`config.mk`:
```
export PLATFORM = sky130hd
export DESIGN_NAME = mem_arbiter
export DESIGN_NICKNAME = d
export VERILOG_FILES = /design/src/rtl/mem_arbiter_pkg.sv /design/src/rtl/mem_arb_pick.sv /design/src/rtl/mem_arbiter.sv
export SDC_FILE = /design/constraint.sdc
export NUM_CORES = 1
export LEC_CHECK = 0
export ABC_AREA = 0
export CAP_MARGIN = 20
export CORE_AREA = 5 5 303 305
export DETAILED_ROUTE_END_ITERATION = 10
export DIE_AREA = 0 0 308 310
export GPL_ROUTABILITY_DRIVEN = 0
export PLACE_DENSITY_LB_ADDON = 0.15
export RECOVER_POWER = 100
export SLEW_MARGIN = 20
export SYNTH_ARGS = -nofsm -noshare
export SYNTH_HDL_FRONTEND = slang
export SYNTH_SLANG_ARGS = --single-unit
```
`constraint.sdc`:
```
create_clock -name clk -period 1.4 [get_ports clk]
set_clock_uncertainty 0.1 [all_clocks]
set_input_delay 0.21 -clock clk [delete_from_list [all_inputs] [get_ports clk]]
set_output_delay 0.21 -clock clk [all_outputs]
set_load 0.02 [all_outputs]
```
`src/rtl/mem_arbiter_pkg.sv`:
```
// Shared types for the main-memory arbiter: FSM states, grant ids and default widths.
package mem_arbiter_pkg;

   localparam int unsigned LineWDefault = 128;
   localparam int unsigned AddrWDefault = 32;

   typedef enum logic [1:0] {StIdle, StIssue, StResp} state_e;

   typedef enum logic [1:0] {GntIc, GntDcr, GntDcw} grant_e;

   function automatic logic is_read(grant_e g);
      return g != GntDcw;
   endfunction

endpackage

```
`src/rtl/mem_arb_pick.sv`:
```
// Combinational grant selection: eviction first, then round-robin between the two fills.
module mem_arb_pick
   import mem_arbiter_pkg::*;
(
   input  logic   ic_req,
   input  logic   dcr_req,
   input  logic   dcw_req,
   input  grant_e last_grant,
   output grant_e grant,
   output logic   valid
);

   always_comb begin
      grant = GntIc;
      valid = ic_req | dcr_req | dcw_req;
      if (dcw_req) begin
         grant = GntDcw;
      end else if (ic_req && dcr_req) begin
         grant = (last_grant == GntIc) ? GntDcr : GntIc;
      end else if (dcr_req) begin
         grant = GntDcr;
      end
   end

endmodule

```
`src/rtl/mem_arbiter.sv`:
```
// Serialises icache fills, dcache fills and dcache evictions onto one memory port,
// with one outstanding transaction and a mandatory idle cycle after every client ack.
module mem_arbiter
   import mem_arbiter_pkg::*;
#(
   parameter int unsigned LINE_W = LineWDefault,
   parameter int unsigned ADDR_W = AddrWDefault
) (
   input  logic              clk,
   input  logic              reset,
   input  logic              ic_read_req,
   input  logic [ADDR_W-1:0] ic_read_addr,
   output logic [LINE_W-1:0] ic_read_data,
   output logic              ic_read_ack,
   input  logic              dc_read_req,
   input  logic [ADDR_W-1:0] dc_read_addr,
   output logic [LINE_W-1:0] dc_read_data,
   output logic              dc_read_ack,
   input  logic              dc_write_req,
   input  logic [ADDR_W-1:0] dc_write_addr,
   input  logic [LINE_W-1:0] dc_write_data,
   output logic              dc_write_ack,
   output logic              mem_req,
   output logic              mem_we,
   output logic [ADDR_W-1:0] mem_addr,
   output logic [LINE_W-1:0] mem_wdata,
   input  logic [LINE_W-1:0] mem_rdata,
   input  logic              mem_ack,
   output logic              busy
);

   state_e              state_q;
   grant_e              grant_q;
   grant_e              last_grant_q;
   logic [LINE_W-1:0]   rdata_q;
   grant_e              pick_grant;
   logic                pick_valid;
   logic [ADDR_W-1:0]   sel_addr;

   mem_arb_pick u_pick (
      .ic_req     (ic_read_req),
      .dcr_req    (dc_read_req),
      .dcw_req    (dc_write_req),
      .last_grant (last_grant_q),
      .grant      (pick_grant),
      .valid      (pick_valid)
   );

   always_comb begin
      sel_addr = ic_read_addr;
      unique case (pick_grant)
         GntDcr:  sel_addr = dc_read_addr;
         GntDcw:  sel_addr = dc_write_addr;
         default: sel_addr = ic_read_addr;
      endcase
   end

   // Both clients see the same line register; it is only meaningful during their ack.
   assign ic_read_data = rdata_q;
   assign dc_read_data = rdata_q;

   always_ff @(posedge clk) begin
      if (reset) begin
         state_q      <= StIdle;
         grant_q      <= GntIc;
         last_grant_q <= GntDcr;
         rdata_q      <= '0;
         mem_req      <= 1'b0;
         mem_we       <= 1'b0;
         mem_addr     <= '0;
         mem_wdata    <= '0;
         busy         <= 1'b0;
         ic_read_ack  <= 1'b0;
         dc_read_ack  <= 1'b0;
         dc_write_ack <= 1'b0;
      end else begin
         ic_read_ack  <= 1'b0;
         dc_read_ack  <= 1'b0;
         dc_write_ack <= 1'b0;
         unique case (state_q)
            StIdle: begin
               if (pick_valid) begin
                  grant_q   <= pick_grant;
                  mem_addr  <= sel_addr;
                  mem_wdata <= dc_write_data;
                  mem_we    <= (pick_grant == GntDcw);
                  if (is_read(pick_grant)) begin
                     last_grant_q <= pick_grant;
                  end
                  mem_req <= 1'b1;
                  busy    <= 1'b1;
                  state_q <= StIssue;
               end
            end
            StIssue: begin
               if (mem_ack) begin
                  mem_req <= 1'b0;
                  if (is_read(grant_q)) begin
                     rdata_q <= mem_rdata;
                  end
                  unique case (grant_q)
                     GntIc:   ic_read_ack  <= 1'b1;
                     GntDcr:  dc_read_ack  <= 1'b1;
                     default: dc_write_ack <= 1'b1;
                  endcase
                  state_q <= StResp;
               end
            end
            StResp: begin
               busy    <= 1'b0;
               state_q <= StIdle;
            end
            default: state_q <= StIdle;
         endcase
      end
   end

endmodule

```
* Word level (Yosys, flattened, before mapping) *
Cells that the tools add are included.

cells by class
  equal/unequal tests = 9
  order comparisons = 0
  bitwise operators = 4
  divide/modulo/power cells = 0
  muxes and demuxes = 15
  reductions and logical operators = 14
  shift-type cells = 0
  add/sub/neg operators = 0
  multipliers = 0

operators with widths
  kind                                                              number
  32-bit case mux with 2 select lines                               1
  3-bit AND reduction                                               3
  2-bit two-way mux                                                 4
  2-bit inequality test (second input constant)                     4
  1-bit two-way mux                                                 7
  2-bit by 1-bit == test with 1-bit output (second input constant)  3
  2-bit zero test                                                   3
  2-bit AND reduction                                               3
  2-bit == test (second input constant)                             2
  1-bit case mux with 2 select lines                                2
  2-bit case mux with 2 select lines                                1
  2-bit nonzero test                                                2
  3-bit OR reduction                                                1
  1-bit inverter                                                    2
  1-bit OR                                                          2
  2-bit OR reduction                                                1
  1-bit logical AND                                                 1

word-level totals
  word-level logic and storage cells = 54
  flip-flop bits (word level) = 300
  memory bits (read-only) = 0
  memory bits (writable) = 0
  latch bits = 0
  output and inout bits = 422
  memories kept = 0

* Longest topological paths before layout *
  depth after elaboration = 6
  depth in mapped cells = 7
  mapped depth without buffers = 3

* Modules after synthesis *
From an unflattened synthesis, not the netlist that was laid out.

unflattened totals
  cells, all modules = 1510
  area, all modules = 13270.2 µm²

modules (own cells, without submodules)
  module        cells each  area an instance (µm²)  seq. area each (µm²)  instances
  mem_arbiter   1506        13241.4                 6005.8                1
  mem_arb_pick  4           28.8                    0.0                   1

* Least setup slack after synthesis *
OpenSTA, ideal clock, no wires.

  kind = register -> register
  from = register state_q[1]
  to = register grant_q[0]
  library setup time = 0.070 ns
  required time = 1.230 ns
  arrival = 1.312 ns
  clock period less this slack = 1.483 ns
  slack = -0.083 ns
  cell stages (with the launch flop) = 5
  cell sequence = dfxtp_1 or2_1 buf_2 or4_1 a21oi_1

on the way
  cells in the longest elaborated chain, start to end = 2

RTL lines
  item                                  line                source
  start, declared                       mem_arbiter.sv:32   state_e state_q;
  start signal, assigned                mem_arbiter.sv:64   state_q <= StIdle;
  start signal, assigned                mem_arbiter.sv:92   state_q <= StIssue;
  start signal, assigned                mem_arbiter.sv:106  state_q <= StResp;
  2-bit zero test                       mem_arbiter.sv:80   unique case (state_q)
  2-bit AND reduction (no source line)  --
  end signal, assigned                  mem_arbiter.sv:65   grant_q <= GntIc;
  end signal, assigned                  mem_arbiter.sv:83   grant_q <= pick_grant;
  end, declared                         mem_arbiter.sv:33   grant_e grant_q;

Every way passes these cells.
A chain may end at the register's enable or synchronous reset.

* Final worst setup path *
  from = register state_q[0]
  to = register rdata_q[102] (netlist: dc_read_data[102])

on the way
  cells in the longest elaborated chain, start to end = 2

RTL lines
  item                                      line               source
  2-bit by 1-bit == test with 1-bit output  mem_arbiter.sv:80
  3-bit AND reduction (no source line)      --
  end signal, assigned                      mem_arbiter.sv:99  rdata_q <= mem_rdata;
  end, declared                             mem_arbiter.sv:35  logic [LINE_W-1:0] rdata_q;

Every way passes these cells.

==> results.json <==
{
  "status": "complete, but fails checks",
  "violations": "negative setup slack",
  "dp_hpwl_um": 55800,
  "whs_ps": 102,
  "arrival_ps": 1920,
  "yosys.area_share.simple_pct": 16.0,
  "wl_per_cell_um": 21.7,
  "die_h_um": 310,
  "drc": 0,
  "fin_util_pct": 27.6,
  "ios": 780,
  "clkSinkCount": 300,
  "period_needed_ps": 1540,
  "first_iter_violations": 756,
  "power.total_mw": 26.7,
  "crit_type": "reg2reg",
  "ir_drop_v": 0.000762,
  "port_buffers": 779,
  "setup_ws_ps": -141,
  "routed_wl_um": 75900,
  "hp-class": "in2reg",
  "layout_commonest_cell": "clkdlybuf4s50_1",
  "hold_viol": 0,
  "switching_share_pct": 30.6,
  "numCtsBuffers": 40,
  "syn_area_mm2": 0.0134,
  "avgSynthCellArea_um2": 8.34,
  "first_global_vias": 15000,
  "endpoint_kind": "flop",
  "track_usage_pct": 14.3,
  "rsz0062_at_grt": "true",
  "ant_nets": 0,
  "clk_latency_ps": 550,
  "dr_total_vias": 15100,
  "muxShareOfSynthArea_pct": 0,
  "relSlewSlack_pct": 72.9,
  "pwr-share-clk_pct": 37.6,
  "grt_pass1_wl_um": 104000,
  "ys_warn_count": 0,
  "maxCapViolCount": 0,
  "cts_tree": "yes",
  "crit_fanout": 5,
  "syn_nets": 1967,
  "coreArea_mm2": 0.0890,
  "synth_top_family_by_area": "compound AO/OA/AOI/OAI gates",
  "fp.dieArea_mm2": 0.0955,
  "synth.distinct_cells": 33,
  "drive_gt1_share_pct": 39.4,
  "firstDrtPassIters": 5,
  "powerDensity_mw_per_mm2": 1090,
  "fin_crit_sh_pct": 110,
  "slew_viol_final": 0,
  "synthTopCellsByArea": "dfxtp_1 (45%), a21oi_1 (11%), o21ai_0 (11%)",
  "p_leak_nw": 9.41,
  "design_area_mm2": 0.0246,
  "htreeDepth": 2,
  "nets": 2635,
  "synth_xor_area_share_pct": 0,
  "die_w_um": 308,
  "grt_overflow": 0,
  "seqPwrFrac_pct": 36.0,
  "num_rows": 110,
  "worst_slew_pin_slew_ps": 406,
  "area_growth_pct": 83.3,
  "crit_path_start_kind": "flop",
  "comb_power_share_pct": 26.3,
  "synthAdderAreaFrac_pct": 0,
  "antenna_found_initial": 25,
  "post_dp_cell_area_mm2": 0.0226,
  "max_freq_mhz": 649,
  "root_buffer": "clkbuf_16",
  "synth_top_area_cell": "dfxtp_1",
  "synth-compound-area-share_pct": 25.9,
  "start_util_pct": 15.1,
  "cell_internal_pwr_mw": 18.6,
  "grt_max_degree": 67,
  "setup_violations": 283,
  "netlist_instances": 1609,
  "clock_path_buffers": 3,
  "ys_seq_area_share_pct": 44.8,
  "required_ps": 1770,
  "synth_top_area_share_pct": 44.8,
  "layout_common_cells": "clkdlybuf4s50_1 (355), buf_4 (288), a21oi_1 (265)",
  "p_sw_mw": 8.18,
  "yosys_register_bits": 300,
  "via_per_inst": 4.32,
  "clkTransAtPathRegs_ps": 60
}
## worst max-delay path: stages, from the launching register on
cell,delay [ps]
dfxtp_2,330
buf_6,110
and3b_4,290
buf_12,140
clkbuf_16,140
clkbuf_16,130
nand3_1,80
a21oi_1,120
## power by group through the flow
stage               logic (mW)  clock network (mW)  registers, mW
floorplan                 2.36                   0           10.4
global placement          6.84                   0           9.76
detailed placement        6.85                   0           9.78
CTS                       6.87                10.5           9.64
global route              7.51                10.8           9.72
finish                    7.04                10.1           9.64
## per-stage QoR
stage | setup TNS, ps | cells | setup slack, ps
after floorplan | -4760 | 1609 | -62.6
after global placement | -115220 | 3385 | -542
after detailed placement | -120260 | 3385 | -534
after CTS | -18830 | 3467 | -115
after global routing | -43540 | 3488 | -212
final | -17150 | 3489 | -141
## logic make-up (layout without fill, tap and decap cells)
kind of cell / count (synthesis) / after routing
AO/OA/AOI/OAI: 653 / 653
buffers and inverters: 316 / 1011
flip-flops: 300 / 300
AND/OR/NAND/NOR: 340 / 340
other: 0 / 9
## metal layers
metal  vias up  GRT usage [%]  share of wire, %
met3       117           4.93               9.1
li1       7053              -                 -
met2       627           25.7                51
met4        14           4.68               2.9
met1      7267           16.0                37
met5         -              0              0.13
## registers in the layout (all words and copies together) (netlist names)
name          count
dc_write_ack      1
ic_read_ack       1
mem_we            1
dc_read_data    128
dc_read_ack       1
state_q           2
last_grant_q      2
mem_addr         32
busy              1
mem_wdata       128
grant_q           2
mem_req           1
## cells in the mapped netlist (all sizes together)
master	n
dfxtp	300
a21oi	294
o21ai	293
nand3	257
buf	187
clkbuf	124
nor2b	33
a211oi	32
a311oi	32
nand4b	32
inv	5
nand2	3
nor2	3
nor3	2
and3	1
and3b	1
nand2b	1
nand3b	1
nor3b	1
nor4	1
nor4b	1
o211ai	1
o21a	1
or2	1
or3	1
or4	1
## layout make-up
class / count / area (µm²)
clock buffers: 62 / 1190
repair buffers: 937 / 9470
multi-input cells: 993 / 6010
flip-flops and latches: 300 / 6330
diodes: 9 / 22.5
fillers: 9616 / 64500
clock inverters: 7 / 75.1
well taps: 1176 / 1470
inverters: 5 / 18.8
## what timing repair did
action / CTS / global route
setup endpoints to repair: 712 / 500
cloned: 2 / 11
endpoints found under the hold margin: 14 / 0
buffers inserted: 10 / 3
hold buffers: 1 / 0
gates resized for setup: 2513 / 117
pin swaps: 13 / 19
## path summary, 6_finish.rpt
check,from,to,slack (ps),cells after the start
worst max-delay path,state_q[0]$_SDFFE_PP0P_,dc_read_data[102]$_SDFFE_PP0P_,-140,7
worst min-delay path,dc_write_req,grant_q[1]$_SDFFE_PP0P_,100,4
worst max register to register,state_q[0]$_SDFFE_PP0P_,dc_read_data[102]$_SDFFE_PP0P_,-140,7
worst min register to register,mem_wdata[107]$_SDFFE_PP0P_,mem_wdata[107]$_SDFFE_PP0P_,370,2
No activity file was read; power rests on OpenSTA's default activity.
